## config.mk

```make
export PLATFORM = sky130hd
export DESIGN_NAME = dmem_arbiter
export DESIGN_NICKNAME = d
export VERILOG_FILES = /design/src/rtl/simple_processor_pkg.sv /design/src/rtl/dmem_arbiter.sv
export SDC_FILE = /design/constraint.sdc
export NUM_CORES = 1
export LEC_CHECK = 0
export CORE_ASPECT_RATIO = 1.4
export CORE_MARGIN = 5
export CORE_UTILIZATION = 35
export CTS_CLUSTER_SIZE = 8
export DETAILED_ROUTE_END_ITERATION = 6
export PLACE_DENSITY = 0.77
export RECOVER_POWER = 100
export SLEW_MARGIN = 30
export SYNTH_ARGS = -nofsm -noshare
export SYNTH_HDL_FRONTEND = slang
export SYNTH_SLANG_ARGS = --single-unit
```

## constraint.sdc

```tcl
create_clock -name clk_i -period 2.1 [get_ports clk_i]
set_input_delay 0.315 -clock clk_i [delete_from_list [all_inputs] [get_ports clk_i]]
set_output_delay 0.315 -clock clk_i [all_outputs]
set_load 0.05 [all_outputs]
```

## src/rtl/simple_processor_pkg.sv

```systemverilog
// simple_processor_pkg: shared width constants for the simple processor.
package simple_processor_pkg;
  localparam int DATA_WIDTH = 32;
endpackage

```

## src/rtl/dmem_arbiter.sv

```systemverilog
// dmem_arbiter: two-port sequencing arbiter for a single-ported data memory.
// Define DMEM_ARB_RR_EN for round-robin contention, otherwise port 0 has fixed priority.
module dmem_arbiter
  import simple_processor_pkg::*;
#(
  parameter int MEM_LATENCY = 2
) (
  input  logic                    clk_i,
  input  logic                    arst_ni,
  input  logic [1:0]              req_i,
  input  logic [1:0]              we_i,
  input  logic [2*DATA_WIDTH-1:0] addr_i,
  input  logic [2*DATA_WIDTH-1:0] wdata_i,
  output logic [1:0]              gnt_o,
  output logic [1:0]              rvalid_o,
  output logic [DATA_WIDTH-1:0]   rdata_o,
  output logic                    busy_o,
  output logic                    mem_req_o,
  output logic                    mem_we_o,
  output logic [DATA_WIDTH-1:0]   mem_addr_o,
  output logic [DATA_WIDTH-1:0]   mem_wdata_o,
  input  logic [DATA_WIDTH-1:0]   mem_rdata_i
);
  typedef enum logic [1:0] {IDLE, ISSUE, WAIT, RESP} state_e;
  state_e                state_q;
  logic                  owner_q;
  logic                  we_q;
  logic [DATA_WIDTH-1:0] addr_q;
  logic [DATA_WIDTH-1:0] wdata_q;
  logic [DATA_WIDTH-1:0] rdata_q;
  logic [3:0]            cnt_q;
  logic                  win_d;
`ifdef DMEM_ARB_RR_EN
  // rr_q remembers the last served port; reset to 1 so port 0 wins first
  logic rr_q;
  assign win_d = &req_i ? ~rr_q : req_i[1];
  always_ff @(posedge clk_i or negedge arst_ni) begin
    if (!arst_ni) rr_q <= 1'b1;
    else if (|gnt_o) rr_q <= win_d;
  end
`else
  assign win_d = ~req_i[0];
`endif
  assign gnt_o       = (state_q == IDLE && |req_i) ? (win_d ? 2'b10 : 2'b01) : 2'b00;
  assign rvalid_o    = (state_q == RESP) ? (owner_q ? 2'b10 : 2'b01) : 2'b00;
  assign busy_o      = state_q != IDLE;
  assign mem_req_o   = state_q == ISSUE;
  assign mem_we_o    = we_q;
  assign mem_addr_o  = addr_q;
  assign mem_wdata_o = wdata_q;
  assign rdata_o     = rdata_q;
  always_ff @(posedge clk_i or negedge arst_ni) begin
    if (!arst_ni) begin
      state_q <= IDLE;
      owner_q <= 1'b0;
      we_q    <= 1'b0;
      addr_q  <= '0;
      wdata_q <= '0;
      rdata_q <= '0;
      cnt_q   <= '0;
    end else begin
      case (state_q)
        IDLE: if (|req_i) begin
          owner_q <= win_d;
          we_q    <= we_i[win_d];
          addr_q  <= win_d ? addr_i[2*DATA_WIDTH-1:DATA_WIDTH] : addr_i[DATA_WIDTH-1:0];
          wdata_q <= win_d ? wdata_i[2*DATA_WIDTH-1:DATA_WIDTH] : wdata_i[DATA_WIDTH-1:0];
          state_q <= ISSUE;
        end
        ISSUE: begin
          cnt_q   <= 4'(MEM_LATENCY - 1);
          state_q <= WAIT;
        end
        WAIT: if (cnt_q == 4'd0) begin
          if (!we_q) rdata_q <= mem_rdata_i;
          state_q <= RESP;
        end else begin
          cnt_q <= cnt_q - 4'd1;
        end
        RESP:    state_q <= IDLE;
        default: state_q <= IDLE;
      endcase
    end
  end
endmodule

```

==> impl_metrics.env <==
export IMPL_worstHoldPathType="in -> reg"
export IMPL_cp_arrival_ps=2280
export IMPL_finalSetupViolCount=0
export IMPL_cts_made_buffers=9
export IMPL_ios=269
export IMPL_clock_fmax_mhz=483.9
export IMPL_powerDensity_mw_per_mm2=1665
export IMPL_dp_final_hpwl_mm=11.19
export IMPL_max_cap_viol_count=0
export IMPL_rsz0062_at_grt="yes"
export IMPL_regArea_mm2=0.002603
export IMPL_antenna_left=0
export IMPL_critical_path_class="reg -> reg"
export IMPL_hp_start="req_i[0]"
export IMPL_path_buf_inv=2
export IMPL_required_ps=2310
export IMPL_ys_flop_type="dfrtp_1"
export IMPL_synth_edf_count=0
export IMPL_cts_setup_buffers=0
export IMPL_irDropWorstVdd_mv=1.009
export IMPL_grt_max_degree=89
export IMPL_grt_pass1_vias=4172
export IMPL_synth_top_cell_area_share=0.5498
export IMPL_nets=835
export IMPL_area_growth_pct=68.31
export IMPL_clk_pin_slew_worst_paths_ps=70
export IMPL_drt_pass1_iterations=4
export IMPL_multi_input_area_mm2=0.001983
export IMPL_cts_tree="yes"
export IMPL_drc=0
export IMPL_period_needed_ps=2067
export IMPL_critPathMaxStageDelay_ps=440
export IMPL_period_share=0.9842
export IMPL_syn_cell_area_mm2=0.004733
export IMPL_num_rows=50
export IMPL_fill_cells=1104
export IMPL_gp_congestion=0.7228
export IMPL_yosysWarnings=0
export IMPL_grt_pass1_wl_mm=21.41
export IMPL_track_usage=0.1712
export IMPL_portBuffers=268
export IMPL_cp_top_family="simple AND/OR/NAND/NOR gates"
export IMPL_ys_seq_elements=104
export IMPL_fin_hold_ws_ps=475.6
export IMPL_ys_seq_area_frac=0.5498
export IMPL_insertion_delay_ps=340
export IMPL_syn_area_per_cell_um2=11.92
export IMPL_root_buffer="clkbuf_16"
export IMPL_tightest_slew_ps=955.7
export IMPL_syn_inst=397
export IMPL_synth_cell_types=27
export IMPL_htree_levels=3
export IMPL_slowest_stage="or3_4"
export IMPL_dieArea_mm2=0.01598
export IMPL_hold_violations=0
export IMPL_critPathMaxFanout=8
export IMPL_drive_gt1_frac=0.1138
export IMPL_status="finished, final reports clean"
export IMPL_slew_violations=0
export IMPL_vias_per_cell=4.538
export IMPL_synthTopCellsByCount="104 x dfrtp_1, 68 x mux2i_1, 68 x nand2_1"
export IMPL_via_count=3857
export IMPL_power_leakage_nw=3.641
export IMPL_ys_async_sr_fraction=1.000
export IMPL_drtIter0Drc=101
export IMPL_clk_path_buf_depth=2
export IMPL_rr_startpoint="cnt_q[1]"
export IMPL_slew_headroom=0.3629
export IMPL_post_place_ws_ps=-50.64
export IMPL_startpoint_type="flop"
export IMPL_fp_dieW_um=108.3
export IMPL_worst_setup_path_end_kind="flop"
export IMPL_grt_ovfl_total=0
export IMPL_synth_area_leaders="dfrtp_1 55%, mux2i_1 14%, mux2_4 9.5%, o21ai_0 6.9%, nand2_1 5.4%"
export IMPL_clock_sinks=104
export IMPL_routed_wl_mm=13.92
export IMPL_crit_start="cnt_q[1]"
export IMPL_synth_most_common_cell="dfrtp_1"
export IMPL_detail_route_wl_per_cell_um=16.37
export IMPL_finClkSkew_ps=10.71
export IMPL_diodes=0
export IMPL_fp_coreArea_mm2=0.01333
export IMPL_die_h_um=147.6
export IMPL_antenna_found_initial=0
export IMPL_synth_top_area_cell="dfrtp_1"
export IMPL_final_setup_worst_slack_ps=33.25
export IMPL_cp_cell_sequence="inv_2 -> ha_4 -> or3b_4 -> or3_4 -> clkbuf_16 -> mux2_4"
export IMPL_start_util=0.3552
export IMPL_synth_nets=569
worst min-delay path, cell delays in order:
cell,delay (ps)
buf_4,210
mux2i_1,160
o21ai_0,80
cell families (layout without fill, tap and decap cells):
group / count (synthesis) / count (layout) / synth area share
buffers and inverters: 32 / 303 / 0.03833
multiplexers: 101 / 101 / 0.2461
AND/OR/NAND/NOR: 80 / 80 / 0.06873
adder cells (fa/ha/maj): 6 / 6 / 0.01586
flip-flops: 104 / 104 / 0.5498
AO/OA/AOI/OAI: 74 / 74 / 0.08115
metal layers:
layer	global-route usage	vias up	wire [µm]
met5	0	-	0
met4	0.04043	0	142
met3	0.06466	12	1379
met2	0.3120	170	7292
met1	0.1856	1785	5103
li1	-	1890	-
flip-flops by register name, indices dropped and copies added, names as in the netlist:
register / count
mem_addr_o: 32
owner_q: 1
mem_we_o: 1
mem_wdata_o: 32
state_q: 2
cnt_q: 4
rdata_o: 32
what timing repair did:
action / 4_1_cts / 5_1_grt
setup endpoints to repair: 32 / 5
hold buffers: 1 / 0
gates resized for setup: 3 / 5
endpoints found under the hold margin: 35 / 0
gates cloned: 1 / 1
pin swaps: 0 / 1
layout by cell type, fill, tap and decap left out:
cell             Yosys  layout
nor2b_1              2       2
nor2_1               3       3
or3_4                0       1
clkdlybuf4s50_1      0     260
a22oi_1              1       1
nor3_1               1       1
clkinv_4             0       1
buf_4                0      11
clkbuf_16            0      10
bufinv_16            0       1
mux2_4              30      30
clkinv_2             0       2
buf_12               3       3
ha_4                 0       1
a21oi_1              2       2
mux2i_1             68      68
clkbuf_2             0       3
nand2_1             68      68
inv_6                0       3
o22a_1               1       1
nand2b_1             1       1
ha_2                 0       1
or3b_4               0       1
mux2_2               3       3
o21ai_0             65      65
dfrtp_1            104     104
and2b_1              1       1
buf_16               0       1
o21ai_4              0       1
dlygate4sd3_1        0       1
and2_1               2       2
a21o_1               2       2
inv_2                0       2
clkbuf_4             0       1
ha_1                 6       4
inv_1                6       4
o22ai_1              2       2
where the power goes:
group	internal (mW)	switching, mW	total, mW
Combinational	2.94	5.07	8.02
Clock	0.935	0.743	1.68
Sequential	3.00	0.569	3.57
final timing paths:
kind | to | slack, ps | cells after the start
max in group asynchronous | rdata_o[13] | 280 | 3
min in group asynchronous | mem_wdata_o[18] | 660 | 2
min reg2reg | mem_wdata_o[31] | 480 | 2
max | rdata_o[30] | 30 | 6
min | mem_addr_o[28] | 480 | 3
max reg2reg | rdata_o[30] | 30 | 6
cell type report:
cell class | instances | share of cell area
repair buffers | 281 | 0.3553
flip-flops and latches | 104 | 0.3267
multi-input cells | 261 | 0.2489
well taps | 182 | 0.02858
clock buffers | 9 | 0.02827
clock inverters | 7 | 0.009424
inverters | 6 | 0.002827
metrics by stage:
stage | setup TNS [ps] | utilization | std cells | instance area (µm²) | power (mW)
6_report | 0 | 0.5978 | 850 | 7966 | 13.27
5_1_grt | -111.2 | 0.5978 | 850 | 7966 | 13.97
4_1_cts | 0 | 0.5971 | 849 | 7956 | 13.39
3_5_place_dp | -1346 | 0.5715 | 831 | 7615 | 11.65
3_3_place_gp | 0 | 0.5715 | 831 | 7615 | 11.43
2_1_floorplan | 0 | - | 397 | 4733 | 8.709
(Power assumes the default switching activity.)
